File: config.mk
export PLATFORM = sky130hd
export DESIGN_NAME = vend_change_machine
export DESIGN_NICKNAME = d
export VERILOG_FILES = /design/src/rtl/vend_change_machine.sv
export SDC_FILE = /design/constraint.sdc
export NUM_CORES = 1
export LEC_CHECK = 0
export CAP_MARGIN = 15
export CORE_AREA = 5 5 80 74
export CTS_BUF_LIST = sky130_fd_sc_hd__clkbuf_8 sky130_fd_sc_hd__clkbuf_16
export CTS_CLUSTER_SIZE = 28
export DETAILED_ROUTE_END_ITERATION = 8
export DIE_AREA = 0 0 85 79
export PLACE_DENSITY = 0.61
export SYNTH_ARGS = -nofsm -noshare
export SYNTH_HDL_FRONTEND = slang
export SYNTH_SLANG_ARGS = --single-unit
File: constraint.sdc
create_clock -name clk -period 2.6 [get_ports clk]
set_input_delay 0.52 -clock clk [delete_from_list [all_inputs] [get_ports clk]]
set_output_delay 0.52 -clock clk [all_outputs]
set_load 0.01 [all_outputs]
File: src/rtl/vend_change_machine.sv
// Coin vending controller with a configurable price and dime-first change payout.
// Credit is held in nickel units and shrinks to zero as change coins are returned.
module vend_change_machine #(
  parameter  int PRICE_NICKELS = 3,
  parameter  int CNT_W         = 16,
  localparam int CW            = $clog2(PRICE_NICKELS + 5)
) (
  input  logic             clk,
  input  logic             reset_n,
  input  logic             nickel,
  input  logic             dime,
  input  logic             quarter,
  input  logic             cancel,
  output logic             dispense,
  output logic             ret_nickel,
  output logic             ret_dime,
  output logic             coin_reject,
  output logic             busy,
  output logic [CW-1:0]    credit,
  output logic [CNT_W-1:0] sales
);

  localparam int W1 = CW + 1;

  typedef enum logic [1:0] {
    IDLE,
    ACCUM,
    VEND,
    PAYOUT
  } state_t;

  state_t      state;
  logic [1:0]  n_coins;
  logic [W1-1:0] coin_val;
  logic [W1-1:0] sum;
  logic        accepting;
  logic        legal;
  logic        illegal;

  always_comb begin
    n_coins   = {1'b0, nickel} + {1'b0, dime} + {1'b0, quarter};
    coin_val  = '0;
    if (quarter)
      coin_val = W1'(5);
    else if (dime)
      coin_val = W1'(2);
    else if (nickel)
      coin_val = W1'(1);
    sum       = {1'b0, credit} + coin_val;
    accepting = (state == IDLE) || (state == ACCUM);
    legal     = accepting && (n_coins == 2'd1);
    // Multi-coin edges and coins during a sale are bounced, not credited
    illegal   = (n_coins >= 2'd2) || (!accepting && (n_coins != 2'd0));
  end

  assign dispense   = (state == VEND);
  assign ret_dime   = (state == PAYOUT) && (credit >= CW'(2));
  assign ret_nickel = (state == PAYOUT) && (credit < CW'(2));
  assign busy       = (state == VEND) || (state == PAYOUT);

  always_ff @(posedge clk or negedge reset_n) begin
    if (!reset_n) begin
      state       <= IDLE;
      credit      <= '0;
      sales       <= '0;
      coin_reject <= 1'b0;
    end else begin
      coin_reject <= illegal;
      unique case (state)
        IDLE, ACCUM: begin
          if (legal) begin
            credit <= CW'(sum);
            if (cancel)
              state <= PAYOUT;
            else if (sum >= W1'(PRICE_NICKELS))
              state <= VEND;
            else
              state <= ACCUM;
          end else if (!illegal && cancel && state == ACCUM) begin
            state <= PAYOUT;
          end
        end
        VEND: begin
          credit <= credit - CW'(PRICE_NICKELS);
          if (sales != '1)
            sales <= sales + 1'b1;
          if (credit == CW'(PRICE_NICKELS))
            state <= IDLE;
          else
            state <= PAYOUT;
        end
        PAYOUT: begin
          if (credit >= CW'(2))
            credit <= credit - CW'(2);
          else
            credit <= credit - CW'(1);
          if (credit <= CW'(2))
            state <= IDLE;
        end
        default: state <= IDLE;
      endcase
    end
  end

endmodule

==> impl_metrics.csv <==
group,metric,value,unit
yosys,async_flop_share,1.00,
clocking,cts_setup_buffers,0,
placed_design,dp_cells,247,
clocking,cts_resized,0,
timing,max-slew-margin-rel,0.721,
yosys,synth_seq_area_share,0.380,
final_layout,layout-drive-gt1-share,0.0978,
final_layout,layout_commonest_cell,"clkdlybuf4s50_1",
clocking,h-tree-depth,1,
yosys,synth.avg_cell_area,9.60,µm²
yosys,synth-seq-cells,22,
worst_setup_path,critPathBufInv,3,
min_path,hold_class,"reg -> reg",
global_route,grt_pass1_vias,1225,
worst_setup_path,cpMaxStageDelayCell,"clkdlybuf4s50_1",
timing,setup_viol,0,
timing,hold_ws,0.539,ns
floorplan,die_h,79,µm
clocking,cts.sinks,22,
clocking,clkTransAtPathRegs,0.08,ns
yosys,syn_area,1450,µm²
timing,fin_crit_sh,0.921,
yosys,synth_edf_count,0,
route,ant_nets,0,
placed_design,gp_congestion,0.777,
placed_design,placed_cell_area,1830,µm²
timing,fmax,417,MHz
route,first_pass_iters,4,
power_and_ir_drop,p_seq_frac,0.340,
power_and_ir_drop,sw_frac_of_total,0.392,
global_route,overflow,0,
yosys,synth_warnings,0,
final_layout,nets,202,
power_and_ir_drop,p_clk_frac,0.146,
power_and_ir_drop,p_switching,0.647,mW
route,vias_per_cell,4.88,
floorplan,start_util,0.286,
worst_setup_path,cp_max_fo,8,
worst_setup_path,required,2.08,ns
floorplan,die_w,85,µm
timing,drv_slew,0,
worst_setup_path,cp-start-kind,"flip-flop",
global_route,grt.total_usage,0.102,
timing,final.setup.tns,0,ns
yosys,synth_cells,151,
route,drt-total-wl,3220,µm
final_layout,syn2layout_area_growth,30.4,%
clocking,hold_buffers,0,
worst_setup_path,path_delay_family,"buffers and inverters",
worst_setup_path,worstSetupPathType,"reg -> out",
route,dr_total_vias,1225,
power_and_ir_drop,comb_power_share,0.514,
worst_setup_path,cp-end-kind,"output port",
clocking,cts_buffer_depth,2,
floorplan,pin_count,30,
timing,worst_slack,0.204,ns
placed_design,dpl.hpwl,2480,µm
clocking,cts-root-buf,"clkbuf_8",
timing,rsz0062_at_grt,"no",
route,wl_per_cell,12.8,µm
final_layout,antenna_cells,0,
worst_setup_path,crit_top_cell,"inv_1",
timing,layout_min_cycle_time,2.40,ns
final_layout,fin_area,1890,µm²
final_layout,final_cells,251,
timing,finalClockSkew,0.00702,ns
yosys,yosys.area.top_type_share,0.380,
power_and_ir_drop,leakagePower,0.815,nW
power_and_ir_drop,power_density,873,nW/µm²
yosys,dominantRegCellSynth,"dfrtp_1",
worst_setup_path,arrival,1.88,ns
route,drt_first_iter_violations,39,
placed_design,dpl_worst_slack,0.0394,ns
yosys,synth.distinct_cells,40,
placed_design,port_buffers,29,
floorplan,fp-row-count,25,
global_route,grt_pass1_wl,5620,µm
clocking,clk_latency,0.26,ns
timing,worst_pin_slew,0.415,ns
route,drcViolationCount,0,
yosys,yosysTopAreaCell,"dfrtp_1",
power_and_ir_drop,ir_worst_vdd,0.462,mV
yosys,synth_area_leaders,"dfrtp_1, ha_1, o21ai_0",
final_layout,final_cell_mix,"clkdlybuf4s50_1, dfrtp_1, nor2_1, nand2_1, o21ai_0",
status,status,"completed",
global_route,grt_max_degree,23,
floorplan,dieArea,6720,µm²
flow_run,drv_cap,0,
worst_setup_path,worstPathCellList,"inv_1 > ha_1 > inv_1 > nor2_1 > clkdlybuf4s50_1",
clocking,cts_made_buffers,3,
floorplan,coreArea,5070,µm²
clocking,cts_tree,"done",
final_layout,fillCellCount,537,
timing,hold_violations,0,
power_and_ir_drop,p_int,1.00,mW
yosys,syn-num-nets,168,
global_route,antenna_found_initial,0,
worst_setup_path,cp_slowest_stage_delay,0.55,ns
final timing paths:
path,slack (ns),to,startpoint,depth (start not counted)
min in group asynchronous,0.60,sales[12],reset_n,2
setup reg to reg,0.74,state[1],credit[0],6
hold / removal,0.54,sales[5],sales[5],1
hold reg to reg,0.54,sales[5],sales[5],1
setup / recovery,0.20,ret_nickel,credit[1],5
max in group asynchronous,1.77,credit[1],reset_n,2
power groups by stage:
stage / logic (mW) / registers (mW) / clock network (mW)
after floorplan: 0.511 / 0.559 / 0
after global placement: 0.844 / 0.574 / 0
after detailed placement: 0.849 / 0.572 / 0
after CTS: 0.855 / 0.566 / 0.248
after global routing: 0.958 / 0.590 / 0.265
final: 0.848 / 0.561 / 0.241
metrics by stage:
stage / total power, mW / util
floorplan: 1.07 / -
global placement: 1.42 / 0.362
detailed placement: 1.42 / 0.362
CTS: 1.67 / 0.373
global route: 1.81 / 0.373
finish: 1.65 / 0.373
cells in the mapped netlist (all sizes together) (2+ instances only):
cell,n
dfrtp,22
nand2,13
nor2,13
o21ai,12
a21oi,9
ha,9
inv,9
mux2,7
nand3,6
nand4,5
and3,4
nor2b,4
nor3,4
xor2,4
a31oi,3
clkbuf,3
fa,2
nand2b,2
nor3b,2
nor4,2
o221ai,2
xnor2,2
state kept, by name (all words and copies together) (netlist names):
| signal | cells |
|---|---|
| credit | 3 |
| coin_reject | 1 |
| sales | 16 |
| state | 2 |
routing by layer:
metal | share of wire | track usage
met3 | 0.053 | 0.0270
met1 | 0.48 | 0.138
met2 | 0.45 | 0.162
met5 | 0 | 0
met4 | 0.0096 | 0.0237
worst reg2reg max path: stages, from the launching register on:
cell and delay, ns:
dfrtp_1 0.40, buf_4 0.17, ha_1 0.23, fa_1 0.46, a21oi_1 0.21, o2111a_1 0.21, o21ai_0 0.07
cells by family after synthesis:
logic type                 count (synthesis)  share of synthesized area
AOI/OAI and AO/OA                         33                      0.139
adders and majority gates                 11                      0.105
DFF                                       22                      0.380
muxes                                      8                     0.0639
buffers and inverters                     12                     0.0311
and+or+nand+nor                           59                      0.244
xor gates and xnor gates                   6                     0.0363
final cells by class:
cell class                 instances  area, µm²  area share
multi-input combinational        117        853       0.452
sequential                        22        551       0.291
clock buffer                       4       55.1      0.0291
tap                               67       83.8      0.0444
timing repair buffer              32        313       0.166
inverter                           9       33.8      0.0179
(Power assumes the default switching activity.)
